### config.mk
export PLATFORM = sky130hd
export DESIGN_NAME = tdc_hit_sequencer
export DESIGN_NICKNAME = d
export VERILOG_FILES = /design/src/rtl/tdc_pkg.sv /design/src/rtl/tdc_therm_decoder.sv /design/src/rtl/tdc_hit_sequencer.sv
export SDC_FILE = /design/constraint.sdc
export NUM_CORES = 1
export LEC_CHECK = 0
export CAP_MARGIN = 20
export CORE_MARGIN = 5
export CORE_UTILIZATION = 45
export CTS_BUF_LIST = sky130_fd_sc_hd__clkbuf_16
export DETAILED_ROUTE_END_ITERATION = 10
export GPL_TIMING_DRIVEN = 0
export MAX_ROUTING_LAYER = met4
export PLACE_DENSITY_LB_ADDON = 0.25
export SETUP_SLACK_MARGIN = 0.4
export SLEW_MARGIN = 20
export SYNTH_ARGS = -nofsm -noshare
export SYNTH_HDL_FRONTEND = slang
export SYNTH_SLANG_ARGS = --single-unit
### constraint.sdc
create_clock -name clk -period 5.16 [get_ports clk]
set_clock_uncertainty 0.05 [all_clocks]
set_input_delay 0.516 -clock clk [delete_from_list [all_inputs] [get_ports clk]]
set_output_delay 0.516 -clock clk [all_outputs]
set_load 0.1 [all_outputs]
### src/rtl/tdc_pkg.sv
// Shared types and width helpers for the tapped-delay-line hit sequencer.
package tdc_pkg;

   typedef enum logic [1:0] {
      ST_IDLE  = 2'd0,
      ST_ARMED = 2'd1,
      ST_DRAIN = 2'd2
   } state_t;

   localparam int unsigned DROP_W = 8;

   function automatic int unsigned ntaps_of(input int unsigned ncarry4);
      return 4 * ncarry4;
   endfunction

   // Fine code spans 0..NTAPS inclusive, hence the +1.
   function automatic int unsigned fine_w_of(input int unsigned ntaps);
      return $clog2(ntaps + 1);
   endfunction

endpackage

### src/rtl/tdc_therm_decoder.sv
// Thermometer-to-binary decoder for the sampled tap word.
// TDC_BUBBLE_FIX_EN: count only the leading run of ones from tap 0; otherwise popcount.
module tdc_therm_decoder
   import tdc_pkg::*;
#(
   parameter  int unsigned NTAPS  = 8,
   localparam int unsigned FINE_W = fine_w_of(NTAPS)
) (
   input  logic [NTAPS-1:0]  taps,
   output logic [FINE_W-1:0] fine_c
);

`ifdef TDC_BUBBLE_FIX_EN
   logic run;

   // Ones after the first zero are bubbles and are ignored.
   always_comb begin
      fine_c = '0;
      run    = 1'b1;
      for (int i = 0; i < int'(NTAPS); i++) begin
         run    = run & taps[i];
         fine_c = fine_c + FINE_W'(run);
      end
   end
`else
   always_comb begin
      fine_c = '0;
      for (int i = 0; i < int'(NTAPS); i++) begin
         fine_c = fine_c + FINE_W'(taps[i]);
      end
   end
`endif

endmodule

### src/rtl/tdc_hit_sequencer.sv
// Arms the carry chain, detects a hit, and emits fine/coarse timestamps on valid/ready.
// Fine decode style is selected inside tdc_therm_decoder by TDC_BUBBLE_FIX_EN.
module tdc_hit_sequencer
   import tdc_pkg::*;
#(
   parameter  int unsigned NCARRY4     = 2,
   parameter  int unsigned COARSE_W    = 16,
   parameter  int unsigned DEAD_CYCLES = 4,
   localparam int unsigned NTAPS       = ntaps_of(NCARRY4),
   localparam int unsigned FINE_W      = fine_w_of(NTAPS)
) (
   input  logic                clk,
   input  logic                rst,
   input  logic                enable,
   input  logic                cal_mode,
   input  logic                hit_in,
   input  logic                cal_hit,
   output logic                dl_ci,
   input  logic [NTAPS-1:0]    tap_in,
   output logic [FINE_W-1:0]   ts_fine,
   output logic [COARSE_W-1:0] ts_coarse,
   output logic                ts_cal,
   output logic                ts_valid,
   input  logic                ts_ready,
   output logic [DROP_W-1:0]   drop_cnt,
   output logic                busy
);

   localparam int unsigned DEAD_W = $clog2(DEAD_CYCLES + 1);
   localparam logic [DEAD_W-1:0] DEAD_LAST = DEAD_W'(DEAD_CYCLES - 1);

   state_t                state_q;
   state_t                state_next;
   logic                  capture;
   logic                  arm_q;
   logic                  cal_q;
   logic [COARSE_W-1:0]   coarse_q;
   logic [DEAD_W-1:0]     dead_q;
   logic                  dead_done;
   logic                  line_clear;
   logic [FINE_W-1:0]     fine_c;

   tdc_therm_decoder #(.NTAPS(NTAPS)) u_decoder (
      .taps   (tap_in),
      .fine_c (fine_c)
   );

   assign line_clear = (tap_in == '0);
   assign dead_done  = (dead_q >= DEAD_LAST);

   // Hit gate into the carry chain; only the arm/select terms are registered.
   assign dl_ci = arm_q & (cal_q ? cal_hit : hit_in);

   // State register.
   always_ff @(posedge clk) begin
      if (rst) state_q <= ST_IDLE;
      else     state_q <= state_next;
   end

   // Next-state logic; a capture outranks a concurrent disable.
   always_comb begin
      state_next = state_q;
      capture    = 1'b0;
      unique case (state_q)
         ST_IDLE: begin
            if (enable) state_next = line_clear ? ST_ARMED : ST_DRAIN;
         end
         ST_ARMED: begin
            if (tap_in[0]) begin
               capture    = 1'b1;
               state_next = ST_DRAIN;
            end else if (!enable) begin
               state_next = ST_IDLE;
            end
         end
         ST_DRAIN: begin
            if (dead_done && line_clear) state_next = enable ? ST_ARMED : ST_IDLE;
         end
         default: state_next = ST_IDLE;
      endcase
   end

   // Output decode.
   always_comb begin
      busy = (state_q != ST_IDLE);
   end

   // Arm, calibration select, coarse time, dead-time count and the one-entry output register.
   always_ff @(posedge clk) begin
      if (rst) begin
         arm_q     <= 1'b0;
         cal_q     <= 1'b0;
         coarse_q  <= '0;
         dead_q    <= '0;
         ts_valid  <= 1'b0;
         ts_fine   <= '0;
         ts_coarse <= '0;
         ts_cal    <= 1'b0;
         drop_cnt  <= '0;
      end else begin
         arm_q    <= (state_next == ST_ARMED);
         coarse_q <= coarse_q + COARSE_W'(1);

         if (state_q == ST_IDLE) cal_q <= cal_mode;

         if (state_q == ST_DRAIN && state_next == ST_DRAIN) begin
            if (!dead_done) dead_q <= dead_q + DEAD_W'(1);
         end else begin
            dead_q <= '0;
         end

         if (capture && (!ts_valid || ts_ready)) begin
            ts_valid  <= 1'b1;
            ts_fine   <= fine_c;
            ts_coarse <= coarse_q;
            ts_cal    <= cal_q;
         end else if (capture) begin
            if (drop_cnt != {DROP_W{1'b1}}) drop_cnt <= drop_cnt + DROP_W'(1);
         end else if (ts_valid && ts_ready) begin
            ts_valid <= 1'b0;
         end
      end
   end

endmodule

* Word-level counts from Yosys, hierarchy flattened
Cells that the tools add are included.
Word-level totals: flip-flop bits (word level) 53, output and inout port bits 32, word-level logic and storage cells 56
Operators by class: add/subtract/negate cells 10, $lt $le $gt $ge 1, equality and inequality tests 6, muxes and demuxes 13, bitwise operators 3, reduce and logical (&&, ||, !) cells 13
Operator list (number):
- 4-bit by 1-bit adder with 4-bit output | 6
- 16-bit by 1-bit adder with 16-bit output, second input constant | 1
- 2-bit 2-to-1 mux | 5
- 8-bit by 1-bit adder with 8-bit output, second input constant | 1
- 8-bit zero test | 1
- 8-bit != test, second input constant | 1
- 1-bit 2-to-1 mux | 7
- 2-bit one-hot mux with 3 select lines | 1
- 2-bit by 1-bit equality test with 1-bit output, second input constant | 2
- 2-bit equality test, second input constant | 2
- 1-bit logical AND | 4
- 2-bit nonzero test | 2
- 3-bit by 1-bit adder with 3-bit output, second input constant | 1
- 3-bit by 2-bit greater-or-equal comparator with 1-bit output, second input constant | 1
- 3-bit AND reduction | 1
- 1-bit by 1-bit adder with 2-bit output | 1
- 2-bit zero test | 1
- 2-bit by 1-bit != test with 1-bit output, second input constant | 1
- 1-bit NOT | 2
- 2-bit AND reduction | 1
- 2-bit OR reduction | 1
- 1-bit bitwise AND | 1
- 1-bit zero test | 1
- 1-bit logical OR | 1

* Logic depth before layout (Yosys ltp)
Gate-level depths: netlist of the first run.
depth in word-level cells 8, mapped depth 11, gate-level depth less buffers 11

* Modules after synthesis
Synthesis of the first run repeated with hierarchy kept, for this count alone.
Second synthesis, totals: cell total of the unflattened synthesis 283, area total of the unflattened synthesis 2374.8 µm²
Modules (own cells, without submodules):
- tdc_hit_sequencer | times used 1, cells each 259, area each 2184.6 µm², sequential area each 1061.0 µm²
- tdc_therm_decoder | times used 1, cells each 24, area each 190.2 µm², sequential area each 0.0 µm²

* Worst setup path after synthesis of the first run
Ideal clock, no wire load.
path type input port to flip-flop, from input port tap_in[0], to register ts_fine[2], library setup time 70 ps, arrival 2850 ps, slack 2189 ps, stages 10, cells stage by stage inv_1 ha_1 inv_1 fa_1 fa_1 fa_1 fa_1 xnor2_1 nand2_1 a21oi_1
Between the ends: longest elaborated chain between the ends 7, elaborated cells on any way between the ends 10, those cells by class add/sub: 7; mux: 2; reduce/logical: 1
Ends and longest elaborated chain:
- start, declared | RTL line tdc_hit_sequencer.sv:19 | input logic [NTAPS-1:0] tap_in,
- 1-bit by 1-bit adder with 2-bit output | RTL line tdc_therm_decoder.sv:29 | fine_c = fine_c + FINE_W'(taps[i]);
- 4-bit by 1-bit adder with 4-bit output (6 in series) | RTL line tdc_therm_decoder.sv:29
- end signal, assigned | RTL line tdc_hit_sequencer.sv:114 | ts_fine <= fine_c;
- end, declared | RTL line tdc_hit_sequencer.sv:20 | output logic [FINE_W-1:0] ts_fine,
Several ways; a longest one is shown, not always the timed one. A chain may end at the register's enable or synchronous reset.

* Worst setup path in the final report of the first run
Ends and elaborated chain as after synthesis.

==> results of run 1 <==
[per-layer routing]
metal	share of wire [%]	vias to the layer above
met5	0	-
met4	0.61	0
li1	-	1042
met3	5.3	4
met1	48	942
met2	46	47
[final cells by class]
| cell class | instances | share of cell area [%] |
|---|---|---|
| repair buffers | 45 | 14.7 |
| inverters | 17 | 2.08 |
| clock inverters | 3 | 1.51 |
| plain buffers | 10 | 1.27 |
| well taps | 70 | 2.86 |
| clock buffers | 5 | 4.08 |
| multi-input cells | 197 | 38.9 |
| flip-flops and latches | 53 | 34.6 |
[layout by cell type (no fill, tap or decap), drive strengths merged, types with 3 or more instances in the layout]
master | netlist | final
ha | 8 | 8
dfxtp | 53 | 53
or3 | 4 | 4
xnor2 | 11 | 11
nor3 | 6 | 6
o21ai | 4 | 4
clkbuf | 8 | 13
nor2 | 28 | 28
nor4 | 5 | 5
a211oi | 3 | 3
nand2 | 44 | 44
xor2 | 3 | 3
nand4 | 4 | 4
a21oi | 30 | 30
nor2b | 5 | 5
inv | 17 | 17
clkdlybuf4s50 | 0 | 45
fa | 4 | 4
nand3 | 12 | 12
[cells by family (layout without fill, tap and decap cells)]
kind of cell    count (synthesis)  after routing  synth area share, %
compound gates                 47             47                 11.6
xor+xnor                       14             14                 5.20
fa+ha+maj                      12             12                 7.65
buf+inv                        27             80                 4.35
flops                          53             53                 45.0
mux                             3              3                 1.33
simple gates                  121            121                 24.8
[path summary, 6_finish.rpt]
check                      from  cells after the start            end
setup / recovery      tap_in[0]                     11     ts_fine[2]
hold / removal    ts_coarse[10]                      2  ts_coarse[10]
setup reg to reg     state_q[0]                      5   ts_coarse[5]
hold reg to reg   ts_coarse[10]                      2  ts_coarse[10]
[flip-flops by register name, indices dropped and copies added (netlist names)]
signal,count
ts_valid,1
ts_cal,1
arm_q,1
drop_cnt,8
ts_coarse,16
ts_fine,4
state_q,2
dead_q,3
cal_q,1
coarse_q,16
[tightest hold or removal path, stage by stage (launching register included)]
cell and delay [ps]:
dfxtp_1 310, nand2_1 50, a21oi_1 50
[through the flow]
step	std cells	area, um2	total power [mW]	worst slack, ps	hold WS [ps]
floorplan	277	2360	0.467	2190	394
global placement	392	2890	0.489	1480	395
detailed placement	392	2890	0.491	1430	396
CTS	400	3070	0.865	1730	406
global route	400	3070	0.893	1620	428
finish	400	3070	0.858	1730	404
[power groups by stage]
stage | Clock [mW] | Sequential (mW) | Combinational (mW)
after floorplan | 0 | 0.425 | 0.0417
after global placement | 0 | 0.427 | 0.0619
after detailed placement | 0 | 0.427 | 0.0639
after CTS | 0.383 | 0.417 | 0.0648
after global routing | 0.402 | 0.418 | 0.0728
final | 0.376 | 0.417 | 0.0638
==> reports/results.txt, run 1 <==
routed length per instance: 12.7 um
starting density of the core: 46.1%
CTS Root Cell: clkbuf_16
top cells by area, synth: dfxtp_1, nand2_1, a21oi_1
Die X: 82.4 um
number of global-route vias before repair: 1893
GPL Wtd Cong: 0.842
initial antenna violation count: 0
Die Y: 82.4 um
P&R area growth vs syn: 30.1%
Worst Path Buf+Inv: 3
post-synth top area share: 45.0%
dpl hpwl: 3.74 mm
Seq cells post-synth: 53
GRT met3 Usage: 3.80%
I/O Pins: 47
CP max stage delay: 560 ps
Hold Crit Class: reg -> reg
diodes inserted: 0
period utilization: 66.4%
buffers inserted by post-CTS timing repair: 0
CP arrival: 3600 ps
Worst setup SP type: input port
status: finished, final reports clean
Setup Viol. Count Final: 0
CTS tree: built
unrepaired setup endpoints after global routing: false
asr flop ratio synth: 0%
M1 GR Usage: 22.1%
Setup Crit Path Kind: in -> reg
drt first pass iters: 4
synthesized area: 0.00236 mm2
Period minus WS final: 3430 ps
Avg Cell Area, Syn: 8.51 um2
share of power burned in registers: 48.7%
CTS Hold Bufs: 0
top cells by count, synth: dfxtp_1, nand2_1, a21oi_1, nor2_1, inv_1
R2R Setup Slk: 3440 ps
Req. time, crit path: 5330 ps
Worst-Skew Late Latency: 290 ps
first-pass GRT wire length: 8.60 mm
setup TNS: 0 ps
Cell Pwr Density: 280 mW/mm2
CTS sink count: 53
leakage: 1.11 nW
Via density: 5.09
Yosys warnings: 0
# rows: 26
fmax: 292 MHz
Inserted Clock Buffers: 5
Pins Over Slew Limit: 0
sw frac: 21.6%
max cap viols: 0
Clock Pin Slew Worst Setup and Hold Paths: 70 ps
worst relative slew slack: 33.7%
CTS H-Tree Depth: 2
port bufs: 45
number of flops mapped to enable cells by yosys: 0
internal power: 0.672 mW
Multi-input gate area: 0.00119 mm2
Die Footprint: 0.00678 mm2
ys flop type: dfxtp_1
CP max FO: 3
DR vias: 2035
Cell Chain, Critical Path: clkdlybuf4s50_1 -> inv_1 -> ha_1 -> inv_1 -> fa_1 -> fa_1 -> fa_1 -> fa_1 -> xnor2_1 -> nand2_1 -> a21oi_1
Resize count post-CTS: 0
Worst path slowest cell: clkdlybuf4s50_1
sequential area share after synthesis: 45.0%
Max VDD drop: 0.180 mV
most used routing layer: met2
Psw: 0.185 mW
Post-Syn Nets: 304
Max clock buf depth: 2
fill cell count: 479
Tot GR Track Use: 16.9%
initial DRC count: 80
grt total ovfl: 0
Critical Path Most Common Cell: fa_1
worst-margin pin slew: 991 ps
power share of the clock group: 43.9%
final core occ: 60.0%
largest net degree at the start of global routing: 18
combinational share of power: 7.4%
grt met2 use: 26.3%
layout cells sized above 1: 4.24%
synth unique cells: 39
top-count cell post-synth: dfxtp_1
DRC viols: 0
final WL: 5.08 mm
register area: 0.00106 mm2
Nets: 356
final hold viol count: 0
DRT antenna net count: 0
cell taking the most area after synthesis: dfxtp_1
Setup crit end kind: flip-flop
Mapped Cells: 277
Crit path max-delay family: adder cells
core area: 0.00511 mm2
(Power assumes the default switching activity.)
==> run 2: changes to the inputs <==
==> constraint.sdc (replaced) <==
create_clock -name clk -period 3.2 [get_ports clk]
set_clock_uncertainty 0.05 [all_clocks]
set_input_delay 0.32 -clock clk [delete_from_list [all_inputs] [get_ports clk]]
set_output_delay 0.32 -clock clk [all_outputs]
set_load 0.1 [all_outputs]
==> reports/results.txt, run 2 (synthesized netlist as in run 1, its figures left out) <==
Max VDD drop: 0.292 mV (+62%)
Via density: 5.08 (-0.20%)
Period minus WS final: 2680 ps
Die X: 82.4 um (unchanged)
Clock Pin Slew Worst Setup and Hold Paths: 70 ps (about the same)
CTS Root Cell: clkbuf_16
final WL: 5.10 mm (+0.41%)
Tot GR Track Use: 16.9% (+0.024 points)
largest net degree at the start of global routing: 18 (unchanged)
period utilization: 83.8%
total power: 1.39 mW (+62%)
max cap viols: 0 (unchanged)
grt total ovfl: 0 (unchanged)
DRC viols: 0 (unchanged)
routed length per instance: 12.8 um (+0.41%)
dpl hpwl: 3.74 mm (unchanged)
Non-Filler Instances: 400 (unchanged)
Hold Crit Class: in -> reg
Inst Count DP: 392 (unchanged)
GPL Wtd Cong: 0.842 (unchanged)
Req. time, crit path: 3380 ps (-1950 ps)
# rows: 26 (unchanged)
Inserted Clock Buffers: 5 (unchanged)
diodes inserted: 0 (unchanged)
Worst-Skew Late Latency: 290 ps (about the same)
initial antenna violation count: 0 (unchanged)
Worst setup SP type: input port
unrepaired setup endpoints after global routing: false
Setup Viol. Count Final: 0 (unchanged)
CP arrival: 2860 ps (-740 ps)
CTS H-Tree Depth: 2 (unchanged)
Nets: 356 (unchanged)
most common cell after layout, fill and taps aside: dfxtp_1
DR vias: 2031 (-0.20%)
port bufs: 45 (unchanged)
Max clock buf depth: 2 (unchanged)
fmax: 373 MHz
first-pass GRT wire length: 8.61 mm (about the same)
Cell Pwr Density: 452 mW/mm2 (+62%)
drt first pass iters: 4 (unchanged)
commonest cells after routing, fill and taps aside: dfxtp_1, nand2_1, clkdlybuf4s50_1, a21oi_1, nor2_1
worst-margin pin slew: 990 ps (-0.283 ps)
CTS tree: built
Setup Crit Path Kind: in -> reg
starting density of the core: 46.1% (unchanged)
Pins Over Slew Limit: 0 (unchanged)
worst relative slew slack: 33.8% (about the same)
largest registers: coarse_q x16, ts_coarse x16, drop_cnt x8
final hold viol count: 0 (unchanged)
DRT antenna net count: 0 (unchanged)
P&R area growth vs syn: 30.1% (about the same)
number of global-route vias before repair: 1899 (+0.32%)
status: finished, final reports clean
core area: 0.00511 mm2 (unchanged)
initial DRC count: 95 (+19%)
Die Footprint: 0.00678 mm2 (unchanged)
I/O Pins: 47 (unchanged)
Die Y: 82.4 um (unchanged)
leakage: 1.11 nW (about the same)
layout cells sized above 1: 6.06% (+1.8 points)
CTS sink count: 53 (unchanged)
Setup crit end kind: flip-flop
CP max FO: 3 (unchanged)
## run 2: critical path, cell delays in order
cell     delay (ps)
buf_4           110
inv_1            60
ha_1            280
inv_2            40
fa_1            540
fa_1            430
fa_2            380
fa_2            350
xnor2_1         130
nand2_1          80
a21oi_2         150
## run 2: layout make-up
| class | count | area [um2] |
|---|---|---|
| Clock buffer | 5 | 125 |
| Multi-Input combinational cell | 197 | 1200 |
| Inverter | 17 | 63.8 |
| Timing Repair Buffer | 45 | 440 |
| Sequential cell | 53 | 1060 |
| Clock inverter | 3 | 46.3 |
| Tap cell | 70 | 87.6 |
| Buffer | 10 | 38.8 |
| Fill cell | 481 | 2040 |
## run 2: final timing paths
kind            startpoint       endpoint  slack [ps]  cells past startpoint
min              tap_in[0]     state_q[1]         320                      3
min reg2reg  ts_coarse[10]  ts_coarse[10]         400                      2
max              tap_in[0]     ts_fine[2]         520                     11
max reg2reg     state_q[0]   ts_coarse[5]        1490                      5
## run 2: report_power, final
part | leakage (nW) | switching, mW | internal (mW)
clock | 0.0800 | 0.239 | 0.370
sequential | 0.428 | 0.00776 | 0.665
combinational | 0.601 | 0.0551 | 0.0487
total | 1.11 | 0.301 | 1.08
## run 2: through the flow
| step | setup TNS [ps] | cell area (um2) | setup WS, ps | util (%) | hold slack (ps) |
|---|---|---|---|---|---|
| 6_report | 0 | 3060 | 517 | 60.0 | 321 |
| 5_1_grt | 0 | 3060 | 439 | 60.0 | 334 |
| 4_1_cts | 0 | 3060 | 404 | 60.0 | 325 |
| 3_5_place_dp | -552 | 2890 | -333 | 56.7 | 396 |
| 3_3_place_gp | -489 | 2890 | -286 | 56.7 | 395 |
| 2_1_floorplan | 0 | 2360 | 425 | - | 394 |
## run 2: per-layer routing
metal	share of wire [%]	vias to the layer above	GRT usage, %
li1	-	1042	-
met1	48	935	22.0
met2	45	49	26.2
met3	6.4	5	3.90
met4	0.92	0	4.82
met5	0	-	-
## run 2: repair_timing
action | CTS | global route
endpoints found under the setup margin | 3 | 2
setup buffers | 0 | 0
pin swaps | 7 | 5
hold endpoints to repair | 0 | 0
gates resized for setup | 15 | 0
hold buffers | 0 | 0
==> run 3: changes to the inputs <==
==> constraint.sdc (replaced) <==
create_clock -name clk -period 2.75 [get_ports clk]
set_clock_uncertainty 0.05 [all_clocks]
set_input_delay 0.275 -clock clk [delete_from_list [all_inputs] [get_ports clk]]
set_output_delay 0.275 -clock clk [all_outputs]
set_load 0.1 [all_outputs]
==> reports/results.txt, run 3 (synthesized netlist as in run 1, its figures left out) <==
status: finished, final reports clean
register area: 0.00106 mm2 (unchanged)
largest registers: coarse_q x16, ts_coarse x16, drop_cnt x8
worst relative slew slack: 33.5% (-0.23 points)
layout cells sized above 1: 7.21% (+1.1 points)
setup TNS: 0 ps (unchanged)
Worst path slowest cell: fa_1
Tot GR Track Use: 17.2% (+0.34 points)
Crit Reg-Reg Startpoint: state_q[0]
Pins Over Slew Limit: 0 (unchanged)
hold_sp: tap_in[0]
diodes inserted: 0 (unchanged)
Setup Viol. Count Final: 0 (unchanged)
I/O Pins: 47 (unchanged)
Cell Chain, Critical Path: buf_12 -> inv_6 -> ha_4 -> inv_2 -> fa_1 -> fa_1 -> fa_2 -> fa_2 -> xnor2_1 -> nand2_1 -> a21oi_1
final core occ: 60.6% (+0.61 points)
unrepaired setup endpoints after global routing: true
Max clock buf depth: 2 (unchanged)
starting density of the core: 46.1% (unchanged)
most common cell after layout, fill and taps aside: dfxtp_1
port bufs: 45 (unchanged)
initial DRC count: 70 (-26%)
Post-DP Area: 0.00292 mm2 (+0.95%)
Post-Layout Inst Area: 0.00310 mm2 (+1.0%)
CTS Root Cell: clkbuf_16
worst hold slack: 392 ps (+70.5 ps)
Cell Pwr Density: 485 mW/mm2 (+7.3%)
Req. time, crit path: 2910 ps (-470 ps)
Clock Pin Slew Worst Setup and Hold Paths: 70 ps (about the same)
worst reg2reg endpoint: ts_coarse[15]
Psw: 0.333 mW (+11%)
DRT antenna net count: 0 (unchanged)
CTS tree: built
worst hold stages: 4 (+1)
R2R Setup Slk: 1020 ps (-470 ps)
Worst setup SP type: input port
power share of the clock group: 39.0% (-4.9 points)
Die Footprint: 0.00678 mm2 (unchanged)
Via density: 5.01 (-1.3%)
Period minus WS final: 2550 ps
DR vias: 2019 (-0.59%)
period utilization: 92.7%
hold endpoint: ts_valid
number of global-route vias before repair: 1961 (+3.3%)
worst-margin pin slew: 994 ps (+3.43 ps)
dpl hpwl: 3.79 mm (+1.3%)
Die Y: 82.4 um (unchanged)
Die X: 82.4 um (unchanged)
core area: 0.00511 mm2 (unchanged)
initial antenna violation count: 0 (unchanged)
Nets: 359 (+0.84%)
CTS sink count: 53 (unchanged)
fmax: 392 MHz
CP max FO: 2 (-1)
Inst Count DP: 392 (unchanged)
Setup Crit Path Kind: in -> reg
CTS H-Tree Depth: 2 (unchanged)
drt first pass iters: 4 (unchanged)
sw frac: 22.2% (+0.42 points)
DRC viols: 0 (unchanged)
total power: 1.50 mW (+8.4%)
worst setup margin: 200 ps (-318 ps)
dpl ws: -723 ps (-390 ps)
grt total ovfl: 0 (unchanged)
Worst-Skew Late Latency: 280 ps (about the same)
largest net degree at the start of global routing: 16 (-2)
# rows: 26 (unchanged)
fill cell count: 496 (+3.1%)
GPL Wtd Cong: 0.770 (-8.6%)
routed length per instance: 12.9 um (+1.0%)
share of power burned in registers: 52.2% (+3.6 points)
Hold Crit Class: in -> reg
Inserted Clock Buffers: 5 (unchanged)
max cap viols: 0 (unchanged)
internal power: 1.17 mW (+7.8%)
P&R area growth vs syn: 31.4%
Non-Filler Instances: 403 (+0.75%)
CP arrival: 2710 ps (-150 ps)
combinational share of power: 8.8% (+1.3 points)
final WL: 5.20 mm (+1.8%)
final hold viol count: 0 (unchanged)
CTS Hold Bufs: 0 (unchanged)
Max VDD drop: 0.244 mV (-17%)
Setup crit end kind: flip-flop
CP max stage delay: 500 ps (-40 ps)
first-pass GRT wire length: 8.90 mm (+3.4%)
Multi-input gate area: 0.00121 mm2 (+0.73%)
number of cells on the worst reg-to-reg path: 5 (unchanged)
commonest cells after routing, fill and taps aside: dfxtp_1, nand2_1, clkdlybuf4s50_1, a21oi_1, nor2_1
leakage: 1.13 nW (+2.2%)
==> run 3: timing repair <==
action / 4_1_cts / 5_1_grt
setup buffers: 2 / 1
pin swaps: 7 / 6
setup endpoints to repair: 6 / 3
resized for setup: 21 / 0
==> run 3: how the worst max path moves through the flow <==
stage / startpoint / to / slack (ps)
6_report: tap_in[0] / ts_fine[2] / 200
5_1_grt: tap_in[0] / ts_fine[2] / 160
3_3_place_gp: tap_in[0] / ts_fine[2] / -650
3_5_place_dp: tap_in[0] / ts_fine[2] / -720
4_1_cts: tap_in[1] / ts_fine[2] / 30
2_1_floorplan: tap_in[1] / ts_fine[2] / 120
==> run 3: worst max-delay path: cells and delay by family <==
family                   cells  cell delay (ps)
XOR/XNOR                     1              150
AO/OA/AOI/OAI                1              160
adder cells (fa/ha/maj)      5             1910
buffers and inverters        3              140
AND/OR/NAND/NOR              1               70
==> run 3: final cells by class <==
type / instances / area share, %
timing repair buffer: 48 / 15.6
buffer: 10 / 1.25
multi-input combinational: 197 / 39.1
sequential: 53 / 34.3
inverter: 17 / 2.47
clock inverter: 3 / 0.445
tap: 70 / 2.83
clock buffer: 5 / 4.04
==> run 3: layer usage <==
| metal | GRT usage (%) | wire length, um | vias up |
|---|---|---|---|
| li1 | - | - | 1052 |
| met1 | 22.4 | 2520 | 919 |
| met2 | 27.4 | 2390 | 43 |
| met3 | 3.80 | 234 | 5 |
| met4 | 3.99 | 54 | 0 |
| met5 | - | 0 | - |
==> run 3: power by group through the flow <==
| stage | registers (mW) | clock network [mW] | logic, mW |
|---|---|---|---|
| 3_3_place_gp | 0.801 | 0 | 0.122 |
| 4_1_cts | 0.783 | 0.599 | 0.135 |
| 5_1_grt | 0.784 | 0.640 | 0.150 |
| 2_1_floorplan | 0.798 | 0 | 0.0820 |
| 3_5_place_dp | 0.801 | 0 | 0.127 |
| 6_report | 0.784 | 0.586 | 0.133 |
